<file path="src/rtl/seven_seg_scanner.sv">
// Four-digit hex scanner: time-multiplexes a double-buffered 16-bit value onto
// one shared segment bus with active-low anodes, ghost blanking and leading-zero blanking.
module seven_seg_scanner #(
  parameter int REFRESH_DIV = 50000,
  parameter int BLANK_CYC   = 500
) (
  input  logic        clk,
  input  logic        rst_n,
  input  logic [15:0] value,
  input  logic        load,
  input  logic [3:0]  dp_in,
  input  logic        blank_lz,
  output logic [3:0]  nibble,
  output logic [3:0]  an,
  output logic        dp,
  output logic [1:0]  digit_idx,
  output logic        pending
);

  localparam int CW = (REFRESH_DIV > 2) ? $clog2(REFRESH_DIV) : 1;

  logic [CW-1:0] cnt_r, cnt_s;
  logic [1:0]    idx_r, idx_s;
  logic [15:0]   disp_r, disp_s;
  logic [3:0]    disp_dp_r, disp_dp_s;
  logic [19:0]   pend_r, pend_s;
  logic          pending_r, pending_s;
  logic [3:0]    nibble_r, nibble_s;
  logic [3:0]    an_r, an_s;
  logic          dp_r, dp_s;
  logic          tick_s, commit_s, lz_s, lit_s;

  // Next-state for prescaler, scan index and the double buffer.
  always_comb begin
    tick_s    = (cnt_r == CW'(REFRESH_DIV - 1));
    cnt_s     = cnt_r + CW'(1);
    idx_s     = idx_r;
    commit_s  = 1'b0;
    disp_s    = disp_r;
    disp_dp_s = disp_dp_r;
    pend_s    = pend_r;
    pending_s = pending_r;
    if (tick_s) begin
      cnt_s    = '0;
      idx_s    = idx_r + 2'd1;
      commit_s = (idx_r == 2'd3) && pending_r;
    end else begin
      cnt_s    = cnt_r + CW'(1);
    end
    // A commit always takes the old buffer, even when a load lands on the boundary.
    if (commit_s) begin
      {disp_dp_s, disp_s} = pend_r;
    end else begin
      {disp_dp_s, disp_s} = {disp_dp_r, disp_r};
    end
    if (load) begin
      pend_s    = {dp_in, value};
      pending_s = 1'b1;
    end else if (commit_s) begin
      pending_s = 1'b0;
    end else begin
      pending_s = pending_r;
    end
  end

  // Digit outputs, computed from next-state so they line up with digit_idx.
  always_comb begin
    case (idx_s)
      2'd1:    lz_s = (disp_s[15:4] == 12'h000);
      2'd2:    lz_s = (disp_s[15:8] == 8'h00);
      2'd3:    lz_s = (disp_s[15:12] == 4'h0);
      default: lz_s = 1'b0;
    endcase
    lit_s    = (cnt_s >= CW'(BLANK_CYC)) && !(blank_lz && lz_s && !disp_dp_s[idx_s]);
    nibble_s = disp_s[4*idx_s +: 4];
    if (lit_s) begin
      an_s = ~(4'b0001 << idx_s);
      dp_s = ~disp_dp_s[idx_s];
    end else begin
      an_s = 4'b1111;
      dp_s = 1'b1;
    end
  end

  // State and output registers.
  always_ff @(posedge clk or negedge rst_n) begin
    if (!rst_n) begin
      cnt_r     <= '0;
      idx_r     <= 2'd0;
      disp_r    <= 16'h0000;
      disp_dp_r <= 4'b0000;
      pend_r    <= 20'h00000;
      pending_r <= 1'b0;
      nibble_r  <= 4'h0;
      an_r      <= 4'b1111;
      dp_r      <= 1'b1;
    end else begin
      cnt_r     <= cnt_s;
      idx_r     <= idx_s;
      disp_r    <= disp_s;
      disp_dp_r <= disp_dp_s;
      pend_r    <= pend_s;
      pending_r <= pending_s;
      nibble_r  <= nibble_s;
      an_r      <= an_s;
      dp_r      <= dp_s;
    end
  end

  assign nibble    = nibble_r;
  assign an        = an_r;
  assign dp        = dp_r;
  assign digit_idx = idx_r;
  assign pending   = pending_r;

endmodule

</file>
<file path="config.mk">
export PLATFORM = sky130hd
export DESIGN_NAME = seven_seg_scanner
export DESIGN_NICKNAME = d
export VERILOG_FILES = /design/src/rtl/seven_seg_scanner.sv
export SDC_FILE = /design/constraint.sdc
export NUM_CORES = 1
export LEC_CHECK = 0
export CAP_MARGIN = 40
export CORE_ASPECT_RATIO = 1.1
export CORE_UTILIZATION = 56
export DETAILED_ROUTE_END_ITERATION = 8
export GPL_ROUTABILITY_DRIVEN = 1
export PLACE_DENSITY_LB_ADDON = 0.12
export SYNTH_ARGS = -nofsm -noshare
export SYNTH_HDL_FRONTEND = slang
export SYNTH_SLANG_ARGS = --single-unit
</file>
<file path="constraint.sdc">
create_clock -name clk -period 2.5 [get_ports clk]
set_clock_uncertainty 0.1 [all_clocks]
set_input_delay 0.75 -clock clk [delete_from_list [all_inputs] [get_ports clk]]
set_output_delay 0.75 -clock clk [all_outputs]
set_load 0.01 [all_outputs]
</file>
== Word-level counts from Yosys, hierarchy flattened ==
Cells that the tools add are included.
Operators by class
  $add $sub $neg: 2
  order comparisons: 2
  equal/unequal tests: 5
  shifts and indexed selects: 2
  multiplexer cells: 12
  bitwise operators: 2
  reduce and logical (&&, ||, !) cells: 10
Operator list (count)
  2-to-1 mux 16 bit: 2
  adder 16 x 1 -> 16 bit (second input constant): 1
  equality test 16 bit (second input constant): 1
  >= comparator 16 x 9 -> 1 bit (second input constant): 1
  indexed part select 16 x 5 -> 4 bit: 1
  logical NOT 12 bit: 1
  logical NOT 8 bit: 1
  2-to-1 mux 4 bit: 2
  equality test 2 bit (second input constant): 3
  2-to-1 mux 1 bit: 5
  logical AND 1 bit: 4
  logical NOT 4 bit: 1
  NOT 4 bit: 1
  << shifter 1 x 2 -> 4 bit (first input constant): 1
  < comparator 2 x 3 -> 1 bit (second input constant): 1
  one-hot mux 1 bit (3 select lines): 1
  adder 2 x 1 -> 2 bit (second input constant): 1
  binary-select mux 1 bit (select 2 bit): 1
  equality test 2 x 1 -> 1 bit (second input constant): 1
  logical NOT 1 bit: 2
  2-to-1 mux 2 bit: 1
  nonzero test 2 bit: 1
  NOT 1 bit: 1
Word-level totals
  flip-flop bits (word level): 68
  bits of input ports: 24
  output and inout bits: 12
  word-level logic and storage cells: 44

== Logic depth before layout (Yosys ltp) ==
  depth in word-level cells: 11
  depth in mapped cells: 10

== Worst setup path before layout ==
OpenSTA, ideal clock, no wires.
  path kind: reg2reg
  start: reg cnt_r[0]
  end: reg an_r[1] (netlist: an[1])
  setup time: 0.081 ns
  arrival: 2.155 ns
  required time: 2.319 ns
  slack: 0.164 ns
  stages on the path, launching flop included: 10
  path buffers: 1
  period minus slack after synthesis: 2.336 ns
  cell sequence: dfrtp_1 -> ha_1 -> nand3_2 -> and4b_1 -> buf_6 -> mux2i_4 -> nand4_1 -> o2111ai_2 -> o2111ai_2 -> o2111ai_2
On the way
  word-level cells in the longest chain between the ends: 10
  elaborated cells between the ends (all ways): 25
  classes of those cells: add/sub: 1; order compare: 1; eq/ne: 4; shift: 1; mux: 9; bitwise: 1; reduce/logical: 8
Ends and longest elaborated chain
  start, declared: line 22  | logic [CW-1:0] cnt_r, cnt_s;
  start signal, assigned: line 98  | cnt_r <= cnt_s;
  parallel branches: the longest is 9 deep, another holds adder 16 x 1 -> 16 bit
  2-to-1 mux 4 bit *: line 76  | if (lit_s) begin
  net an_s[1]: line 29  | logic [3:0] an_r, an_s;
  end signal, assigned: line 105  | an_r <= an_s;
  end, declared: line 29
Mark *: on every way through the listed nets, which the timed path passes. The select of a mux whose other input is x is not followed.
A chain may end at the register's enable or synchronous reset.

== Final worst setup path ==
Same ends and word-level chain as after synthesis.

==> flow_metrics.py <==
metrics = {
    "status": {
        "run_status": "complete, no violations",
    },
    "synth": {
        "ys_types": 45,
        "avgSynthCellArea_sq_um": 11.1,
        "post_synth_inst_count": 284,
        "ys_async_sr_fraction": 1.00,
        "synth-warning-count": 0,
        "synth_top_cell_by_area": "sky130_fd_sc_hd__dfrtp_1",
        "synthesis.area_sq_mm": 0.00314,
        "ys.flop_type": "sky130_fd_sc_hd__dfrtp_1",
        "postSynthRegisterBits": 68,
        "dominant_cell_by_count_in_the_synthesized_netlist": "sky130_fd_sc_hd__dfrtp_1",
        "yosysTopAreaCellShare": 0.502,
        "most_area_consuming_cells_after_synthesis": "sky130_fd_sc_hd__dfrtp_1 50%, sky130_fd_sc_hd__mux2_2 7.2%, sky130_fd_sc_hd__nand2_1 7.1%",
        "count_of_flip_flops_with_a_built_in_enable_after_synthesis": 0,
        "seq_area_frac_synth": 0.544,
        "top_post_synthesis_cells_by_count": "63 x sky130_fd_sc_hd__dfrtp_1, 59 x sky130_fd_sc_hd__nand2_1, 20 x sky130_fd_sc_hd__mux2_2",
        "synthesis.nets": 310,
    },
    "sta": {
        "setup-violations-final": 0,
        "post-route-period-util": 0.934,
        "setup_tns_ns": 0,
        "finalCriticalPeriod_ns": 2.33,
        "max_slew_margin": 0.766,
        "max_freq_mhz": 428,
        "finalHoldViolations": 0,
        "worstMarginPinSlew_ns": 0.351,
        "finalMaxSlewViolations": 0,
        "rsz_0062_raised_after_global_routing": "false",
    },
    "critical_path": {
        "cp_max_fo": 8,
        "dominant_cell_type_by_count_on_the_critical_path": "sky130_fd_sc_hd__o2111ai_2",
        "worst-r2r-cell-count": 9,
        "endpoint": "an[1]",
        "rrSetupSlack_ns": 0.17,
        "r2r_end": "an[1]",
        "critPathMaxStageDelay_ns": 0.43,
        "cp.required_ns": 2.65,
        "timing.critical_path.to_type": "register",
        "crit_path_start": "cnt_r[0]",
        "cp_cell_sequence": "ha_4 -> nand3_2 -> and4b_4 -> buf_4 -> xnor2_4 -> nand4_1 -> o2111ai_2 -> o2111ai_2 -> o2111ai_2",
        "timing.critical_path.from_type": "register",
        "critical_path.reg2reg.startpoint": "cnt_r[0]",
        "crit_type": "reg -> reg",
        "cp.arrival_ns": 2.48,
        "worst_path_max_delay_cell": "sky130_fd_sc_hd__dfrtp_1",
    },
    "power": {
        "irDropWorstVdd_uv": 508,
        "total_leakage_power_uw": 0.00182,
        "report.power.total_uw": 2020,
        "pwr_density_mw_per_mm2": 517,
    },
    "floorplan": {
        "core.rowCount": 28,
        "die-height_microns": 80.5,
        "floorplan.die.width_microns": 73.4,
        "effective_utilization_at_floorplan": 0.582,
        "die-area_sq_mm": 0.00591,
        "num_io_pins": 36,
        "floorplan.core_area_sq_mm": 0.00540,
    },
    "routing": {
        "viasPerCell": 5.46,
        "routedWlPerCell_microns": 15.4,
        "wirelength_microns": 6550,
        "drcViolationCount": 0,
        "routed-via-count": 2315,
        "final_antenna_net_count": 0,
        "number_of_violations_reported_at_the_end_of_detailed_routing_iteration_0": 122,
        "dr.pass1.iters": 6,
    },
    "place": {
        "place_congestion": 0.883,
        "dpl.hpwl_microns": 4820,
        "port-buffer-count": 35,
    },
    "cts": {
        "h-tree-depth": 3,
        "cts_made_buffers": 9,
        "number_of_sinks_on_the_clock_net": 68,
        "clk_latency_ns": 0.33,
        "postCtsHoldBufs": 0,
        "clkTransAtPathRegs_ns": 0.07,
        "cts_buffer_depth": 2,
        "cts_root_buffer": "sky130_fd_sc_hd__clkbuf_8",
        "cts_tree": "built",
    },
    "global_route": {
        "grt_pass1_vias": 2269,
        "antenna_violations_before_repair": 0,
        "grt_overflow": 0,
        "grt_first_pass_wirelength_microns": 10900,
        "pin_count_of_the_biggest_net_entering_global_routing": 69,
        "grtUsageTotal": 0.253,
    },
    "cells_and_area": {
        "n_antenna_cell": 0,
        "syn_to_final_growth_pct": 24.3,
        "drive_above_1_share": 0.232,
        "fillerInstances": 426,
        "final_net_count": 370,
    },
    "hold_path": {
        "min_path_type": "in -> async",
    },
    "job": {
        "drv_cap": 0,
    },
}
[registers in the layout, summed over array words and instances, names as in the netlist]
name,flops
digit_idx,2
pend_r,20
disp_dp_r,4
nibble,4
an,4
pending,1
disp_r,16
cnt_r,16
dp,1
[routing by layer]
layer	track usage	part of all wire	vias to the layer above
met5	0	0	-
met4	0.106	0.022	0
met2	0.444	0.55	43
li1	-	-	1115
met1	0.304	0.40	1145
met3	0.0452	0.027	12
[repair_timing]
action / in CTS / in global routing
setup endpoints to repair: 2 / 5
gates resized for setup: 1 / 7
buffers inserted: 0 / 3
cloned: 0 / 0
pin swaps: 0 / 1
[cell usage in the layout (no fill, tap or decap), types with 5 or more instances in the layout]
cell type	n
sky130_fd_sc_hd__nor2_1	13
sky130_fd_sc_hd__xnor2_1	11
sky130_fd_sc_hd__mux2i_1	8
sky130_fd_sc_hd__dfrtp_1	63
sky130_fd_sc_hd__nand3_1	11
sky130_fd_sc_hd__clkbuf_8	10
sky130_fd_sc_hd__xor2_1	5
sky130_fd_sc_hd__dfstp_2	5
sky130_fd_sc_hd__nand2_1	59
sky130_fd_sc_hd__clkdlybuf4s50_1	34
sky130_fd_sc_hd__nor3_1	9
sky130_fd_sc_hd__buf_4	26
sky130_fd_sc_hd__nand4_1	10
sky130_fd_sc_hd__mux2_2	20
sky130_fd_sc_hd__o21ai_1	7
[logic make-up (layout without fill, tap and decap cells)]
logic type,after synthesis,count (layout),share of synthesized area
compound gates,26,26,0.0594
xor+xnor,17,17,0.0534
fa+ha+maj,2,2,0.00797
buf+inv,19,84,0.0311
flops,68,68,0.544
mux,30,30,0.109
simple gates,122,122,0.195
[worst max-delay path: cells and delay by family, from the launching register on]
| kind | cells | cell delay (ns) |
|---|---|---|
| buffers and inverters | 1 | 0.15 |
| AND/OR/NAND/NOR | 3 | 0.68 |
| XOR/XNOR | 1 | 0.17 |
| AO/OA/AOI/OAI | 3 | 0.53 |
| adder cells (fa/ha/maj) | 1 | 0.19 |
| flip-flops | 1 | 0.43 |
[how the worst min path moves through the flow]
| stage | startpoint | end | slack (ns) | depth (start not counted) |
|---|---|---|---|---|
| CTS | rst_n | cnt_r[2] | 0.34 | 2 |
| global placement | cnt_r[0] | cnt_r[0] | 0.36 | 1 |
| floorplan | disp_r[3] | disp_r[3] | 0.33 | 2 |
| detailed placement | disp_r[2] | disp_r[2] | 0.37 | 2 |
| finish | rst_n | pend_r[18] | 0.33 | 2 |
| global route | rst_n | cnt_r[5] | 0.35 | 2 |
[report_power, final]
group | switching [uW] | total [uW] | internal (uW)
clock | 372 | 755 | 383
combinational | 39.7 | 105 | 64.9
sequential | 22.9 | 1160 | 1130
total | 434 | 2020 | 1580
[cell type report]
cell class / count / area [sq um] / area share
timing repair buffer: 62 / 561 / 0.144
inverter: 6 / 25.0 / 0.00641
clock inverter: 3 / 15.0 / 0.00385
sequential: 68 / 1710 / 0.438
tap: 75 / 93.8 / 0.0240
clock buffer: 13 / 149 / 0.0382
multi-input combinational: 197 / 1350 / 0.346
[per-stage QoR]
stage               setup slack [ns]  hold WS, ns   util  std cells  area [sq um]
floorplan                      0.164        0.333      -        284          3140
global placement               0.122        0.356  0.686        405          3700
detailed placement           -0.0186        0.368  0.686        405          3700
CTS                           0.0431        0.339  0.716        421          3860
global route                 0.00709        0.349  0.723        424          3900
finish                         0.165        0.326  0.723        424          3900
(Power assumes the default switching activity.)
